==> config.mk <==
export PLATFORM = sky130hd
export DESIGN_NAME = fetch_sequencer
export DESIGN_NICKNAME = d
export VERILOG_FILES = /design/src/rtl/fetch_pkg.sv /design/src/rtl/fetch_sequencer_pc_reg.sv /design/src/rtl/fetch_sequencer.sv
export SDC_FILE = /design/constraint.sdc
export NUM_CORES = 1
export LEC_CHECK = 0
export CORE_MARGIN = 4
export CORE_UTILIZATION = 40
export CTS_BUF_LIST = sky130_fd_sc_hd__clkbuf_4
export DETAILED_ROUTE_END_ITERATION = 7
export PLACE_DENSITY = 0.79
export SLEW_MARGIN = 10
export SYNTH_ARGS = -nofsm -noshare
export SYNTH_HDL_FRONTEND = slang
export SYNTH_SLANG_ARGS = --single-unit
==> constraint.sdc <==
create_clock -name clk -period 2.1 [get_ports clk]
set_input_delay 0.63 -clock clk [delete_from_list [all_inputs] [get_ports clk]]
set_output_delay 0.63 -clock clk [all_outputs]
set_load 0.01 [all_outputs]
==> src/rtl/fetch_pkg.sv <==
// Shared definitions for the instruction-fetch sequencer: state encoding,
// default geometry and the redirect-target alignment check.
package fetch_pkg;

  typedef enum logic [1:0] {
    ST_IDLE = 2'd0,
    ST_RUN  = 2'd1,
    ST_HALT = 2'd2
  } fetch_state_t;

  localparam int          DEF_ADDR_W   = 8;
  localparam int          DEF_STEP     = 4;
  localparam int          DEF_CNT_W    = 16;
  localparam logic [7:0]  DEF_RESET_PC = 8'd0;
  localparam logic [7:0]  DEF_LAST_PC  = 8'd252;
  localparam logic [1:0]  ALIGN_MASK   = 2'b11;

  // Fetch addresses must be word aligned; only the two low bits matter.
  function automatic logic is_aligned(input logic [1:0] addr_lo);
    return ((addr_lo & ALIGN_MASK) == 2'b00);
  endfunction

endpackage

==> src/rtl/fetch_sequencer_pc_reg.sv <==
// Program-counter storage: async reset to the reset PC, loads only when enabled.
module pc_reg #(
  parameter int              W         = 8,
  parameter logic [W-1:0]    RESET_VAL = '0
) (
  input  logic         clk,
  input  logic         rst,
  input  logic         load,
  input  logic [W-1:0] d,
  output logic [W-1:0] q
);

  logic [W-1:0] val_d;
  logic [W-1:0] val_q;

  // Next-value selection: hold unless a load is requested.
  always_comb begin
    val_d = val_q;
    if (load) begin
      val_d = d;
    end else begin
      val_d = val_q;
    end
  end

  // PC flop with asynchronous reset.
  always_ff @(posedge clk or posedge rst) begin
    if (rst) begin
      val_q <= RESET_VAL;
    end else begin
      val_q <= val_d;
    end
  end

  assign q = val_q;

endmodule

==> src/rtl/fetch_sequencer.sv <==
// Instruction-fetch sequencer: owns the PC and walks it through start-up,
// sequential advance, stall, redirect with IF/ID flush, and halt.
module fetch_sequencer
  import fetch_pkg::*;
#(
  parameter int                ADDR_W   = DEF_ADDR_W,
  parameter logic [ADDR_W-1:0] RESET_PC = DEF_RESET_PC,
  parameter int                STEP     = DEF_STEP,
  parameter logic [ADDR_W-1:0] LAST_PC  = DEF_LAST_PC,
  parameter int                CNT_W    = DEF_CNT_W
) (
  input  logic              clk,
  input  logic              rst,
  input  logic              start,
  input  logic              halt_req,
  input  logic              redirect_valid,
  input  logic [ADDR_W-1:0] redirect_target,
  input  logic              fetch_ready,
  output logic [ADDR_W-1:0] pc,
  output logic              fetch_valid,
  output logic              flush,
  output logic              halted,
  output logic              misalign_err,
  output logic [CNT_W-1:0]  fetch_count
);

  fetch_state_t      state_d, state_q;
  logic [CNT_W-1:0]  cnt_d, cnt_q;
  logic              err_d, err_q;
  logic              pc_load_s;
  logic [ADDR_W-1:0] pc_next_s;
  logic [ADDR_W-1:0] pc_s;
  logic              flush_s;

  pc_reg #(
    .W         (ADDR_W),
    .RESET_VAL (RESET_PC)
  ) u_pc_reg (
    .clk  (clk),
    .rst  (rst),
    .load (pc_load_s),
    .d    (pc_next_s),
    .q    (pc_s)
  );

  // Next-state, PC, counter and error sequencing in RUN priority order.
  always_comb begin
    state_d   = state_q;
    cnt_d     = cnt_q;
    err_d     = err_q;
    pc_load_s = 1'b0;
    pc_next_s = pc_s;
    flush_s   = 1'b0;
    case (state_q)
      ST_IDLE, ST_HALT: begin
        if (start) begin
          state_d   = ST_RUN;
          pc_load_s = 1'b1;
          pc_next_s = RESET_PC;
          cnt_d     = '0;
          err_d     = 1'b0;
        end else begin
          state_d = state_q;
        end
      end
      ST_RUN: begin
        if (halt_req) begin
          state_d = ST_HALT;
        end else if (redirect_valid) begin
          flush_s = 1'b1;
          if (is_aligned(redirect_target[1:0])) begin
            pc_load_s = 1'b1;
            pc_next_s = redirect_target;
            // The redirected slot is still consumed downstream when accepted.
            if (fetch_ready) begin
              cnt_d = cnt_q + CNT_W'(1);
            end else begin
              cnt_d = cnt_q;
            end
          end else begin
            err_d   = 1'b1;
            state_d = ST_HALT;
          end
        end else if (fetch_ready) begin
          cnt_d = cnt_q + CNT_W'(1);
          if (pc_s == LAST_PC) begin
            state_d = ST_HALT;
          end else begin
            pc_load_s = 1'b1;
            pc_next_s = pc_s + ADDR_W'(STEP);
          end
        end else begin
          state_d = ST_RUN;
        end
      end
      default: begin
        state_d = ST_IDLE;
      end
    endcase
  end

  // State, fetch counter and sticky misalignment flag.
  always_ff @(posedge clk or posedge rst) begin
    if (rst) begin
      state_q <= ST_IDLE;
      cnt_q   <= '0;
      err_q   <= 1'b0;
    end else begin
      state_q <= state_d;
      cnt_q   <= cnt_d;
      err_q   <= err_d;
    end
  end

  assign pc           = pc_s;
  assign fetch_valid  = (state_q == ST_RUN);
  assign halted       = (state_q == ST_HALT);
  assign flush        = flush_s;
  assign misalign_err = err_q;
  assign fetch_count  = cnt_q;

endmodule

==> metrics <==
pre-CTS setup slack=-0.429 ns; reg2reg start=state_q[1]$_DFFE_PP0P_; post-synthesis cell type count=42; Post-synth ARST share=1.00; Post-synth EDFFs=0; Rel. slew slack=0.767; Area Growth Syn to Fin=44.0%; #FFs+latches synth=27; Max Slew Vio Count=0; fmax=0.489 GHz; DRT Wirelength=4180 µm; crit end category=output port; RSZ-0062 raised after global routing=false; DP HPWL=3100 µm; floorplan core area=3690 µm²; Worst-Margin Slew=0.350 ns; Bufs on Longest Clock Path=2; largest net degree at the start of global routing=28; P_leak=0.941 nW; share of layout cells above drive strength 1=0.165; antenna-violating nets left=0; # H-tree levels=1; Mapped Avg Cell Area=9.41 µm²; initial core utilization=0.416; # diodes=0; # port buffers=41; mapped cell area=1530 µm²; worst-skew pair later-pin latency=0.32 ns; dpl cells=270; via count=1,537; top post-synthesis cells by count=dfrtp_1 (27), a21oi_1 (14), nand2_1 (14), o21ai_0 (14), nor2_1 (10); HP Class=flip-flop to flip-flop; final worst-path cycle share=0.974; Post-Layout Cell Count=278; Final setup viols=0; Setup TNS=0 ns; clk root buf=clkbuf_4; area leader, netlist=dfrtp_1; Most used DFF post-synth=dfrtp_1; GRT overflow=0; Total Routing Usage GR=0.175; DIE AREA=4890 µm²; Nets=247; first-pass GRT wire length=7070 µm; CP startpoint kind=input pin; sequential area share after synthesis=0.440; setup ws final=0.0552 ns; Worst EP required=1.47 ns; CTS tree=done; worst hold path startpoint=u_pc_reg.q[0]$_DFFE_PP0P_; global placement routability congestion=0.825; initial antenna violation count=0; DR vias/cell=5.53; clock skew=0.00253 ns; most instantiated library cell after synthesis=dfrtp_1; post-synth top area share=0.440; Fillers=326; Syn Nets=179; drt wl/cell=15.0 µm; die height=69.9 µm; Yosys warnings=0; vias in the first global route=1,512; crit path from=halt_req; critical path type=input pin to output port; CP Data Arrival Time=1.41 ns; Pwr Density=801 nW/µm²; die width=69.9 µm; Synth area leaders=dfrtp_1 (44%), a21oi_1 (4.6%), o21ai_0 (4.6%); Max Cap Viol=0; IO Pins=42; initial drt markers=91; Sequential cell area=676 µm²; Max FO, Critical Path=3; Clk pin slew, worst setup/hold paths=0.14 ns; minimum clock period=2.04 ns; TritonCTS Sinks=27; Mapped Cells=163; status=finished clean; # rows=22; Peak VDD IR=0.535 mV; area of the multi-input gates=791 µm²; iteration count of the initial detailed-routing pass=4; final hold vios=0; Residual DRC=0; CTS Buf Count=3
-- cell type report --
cell class / instances / area share
Clock inverter: 1 / 0.00227
Multi-Input combinational cell: 120 / 0.358
Inverter: 10 / 0.0170
Tap cell: 48 / 0.0272
Sequential cell: 27 / 0.306
Timing Repair Buffer: 69 / 0.279
Clock buffer: 3 / 0.0102
-- sequential cells by signal, summed over array words and instances, names as in the netlist --
register	flops
u_pc_reg.q	8
misalign_err	1
state_q	2
fetch_count	16
-- report_power, final --
group	switching, mW	internal, mW
Sequential	0.0947	0.605
Clock	0.151	0.0714
Combinational	0.391	0.457
-- critical path, stage by stage --
cell and delay [ns]:
clkdlybuf4s50_1 0.43, nor2_1 0.11, clkdlybuf4s15_1 0.24
-- per-stage QoR --
step | area [µm²] | power (mW) | hold WS (ns) | utilization
2_1_floorplan | 1530 | 1.06 | 0.535 | -
3_5_place_dp | 2150 | 1.50 | 0.502 | 0.584
4_1_cts | 2200 | 1.77 | 0.532 | 0.596
5_1_grt | 2210 | 1.87 | 0.554 | 0.599
3_3_place_gp | 2150 | 1.48 | 0.493 | 0.584
6_report | 2210 | 1.77 | 0.530 | 0.599
-- path summary, 6_finish.rpt --
kind	slack, ns	endpoint	cells past startpoint
max in group asynchronous	1.19	u_pc_reg.q[5]$_DFFE_PP0P_	3
min	0.53	u_pc_reg.q[0]$_DFFE_PP0P_	2
min in group asynchronous	0.66	fetch_count[4]$_DFFE_PP0P_	3
max reg2reg	0.17	fetch_count[7]$_DFFE_PP0P_	7
max	0.06	flush	3
min reg2reg	0.53	u_pc_reg.q[0]$_DFFE_PP0P_	2
-- layout by cell type (no fill, tap or decap), types with 2 or more instances in the layout --
cell type	count
nor2_1	10
nand2b_1	2
a32o_1	4
inv_1	9
dlygate4sd2_1	3
and3_1	4
o22ai_1	3
o31ai_1	6
or3_1	9
or4_1	5
a21oi_1	14
buf_4	28
nand4_1	2
clkdlybuf4s50_1	37
clkbuf_4	3
ha_1	2
nand2_1	14
o221ai_2	2
dfrtp_1	27
nor3_1	4
o21ai_0	14
nand3_1	5
-- logic make-up (layout without fill, tap and decap cells) --
kind of cell / after synthesis / after routing / synth area share
DFF: 27 / 27 / 0.440
xor gates and xnor gates: 1 / 1 / 0.00571
and+or+nand+nor: 66 / 66 / 0.254
muxes: 2 / 2 / 0.0139
adders and majority gates: 2 / 2 / 0.0163
AOI/OAI and AO/OA: 49 / 49 / 0.225
buffers and inverters: 16 / 83 / 0.0440
-- repair_timing --
action                                  4_1_cts  5_1_grt
hold buffers                                  0        0
endpoints found under the setup margin        4        1
gates resized for setup                       4        1
setup buffers                                 3        1
-- per-layer routing --
layer	GRT usage	vias up	wire, µm
li1	-	744	-
met1	0.206	750	1720
met2	0.314	37	2250
met3	0.0374	6	151
met4	0.0553	0	52
met5	0	-	0
Power figures use the tool's default switching activity.
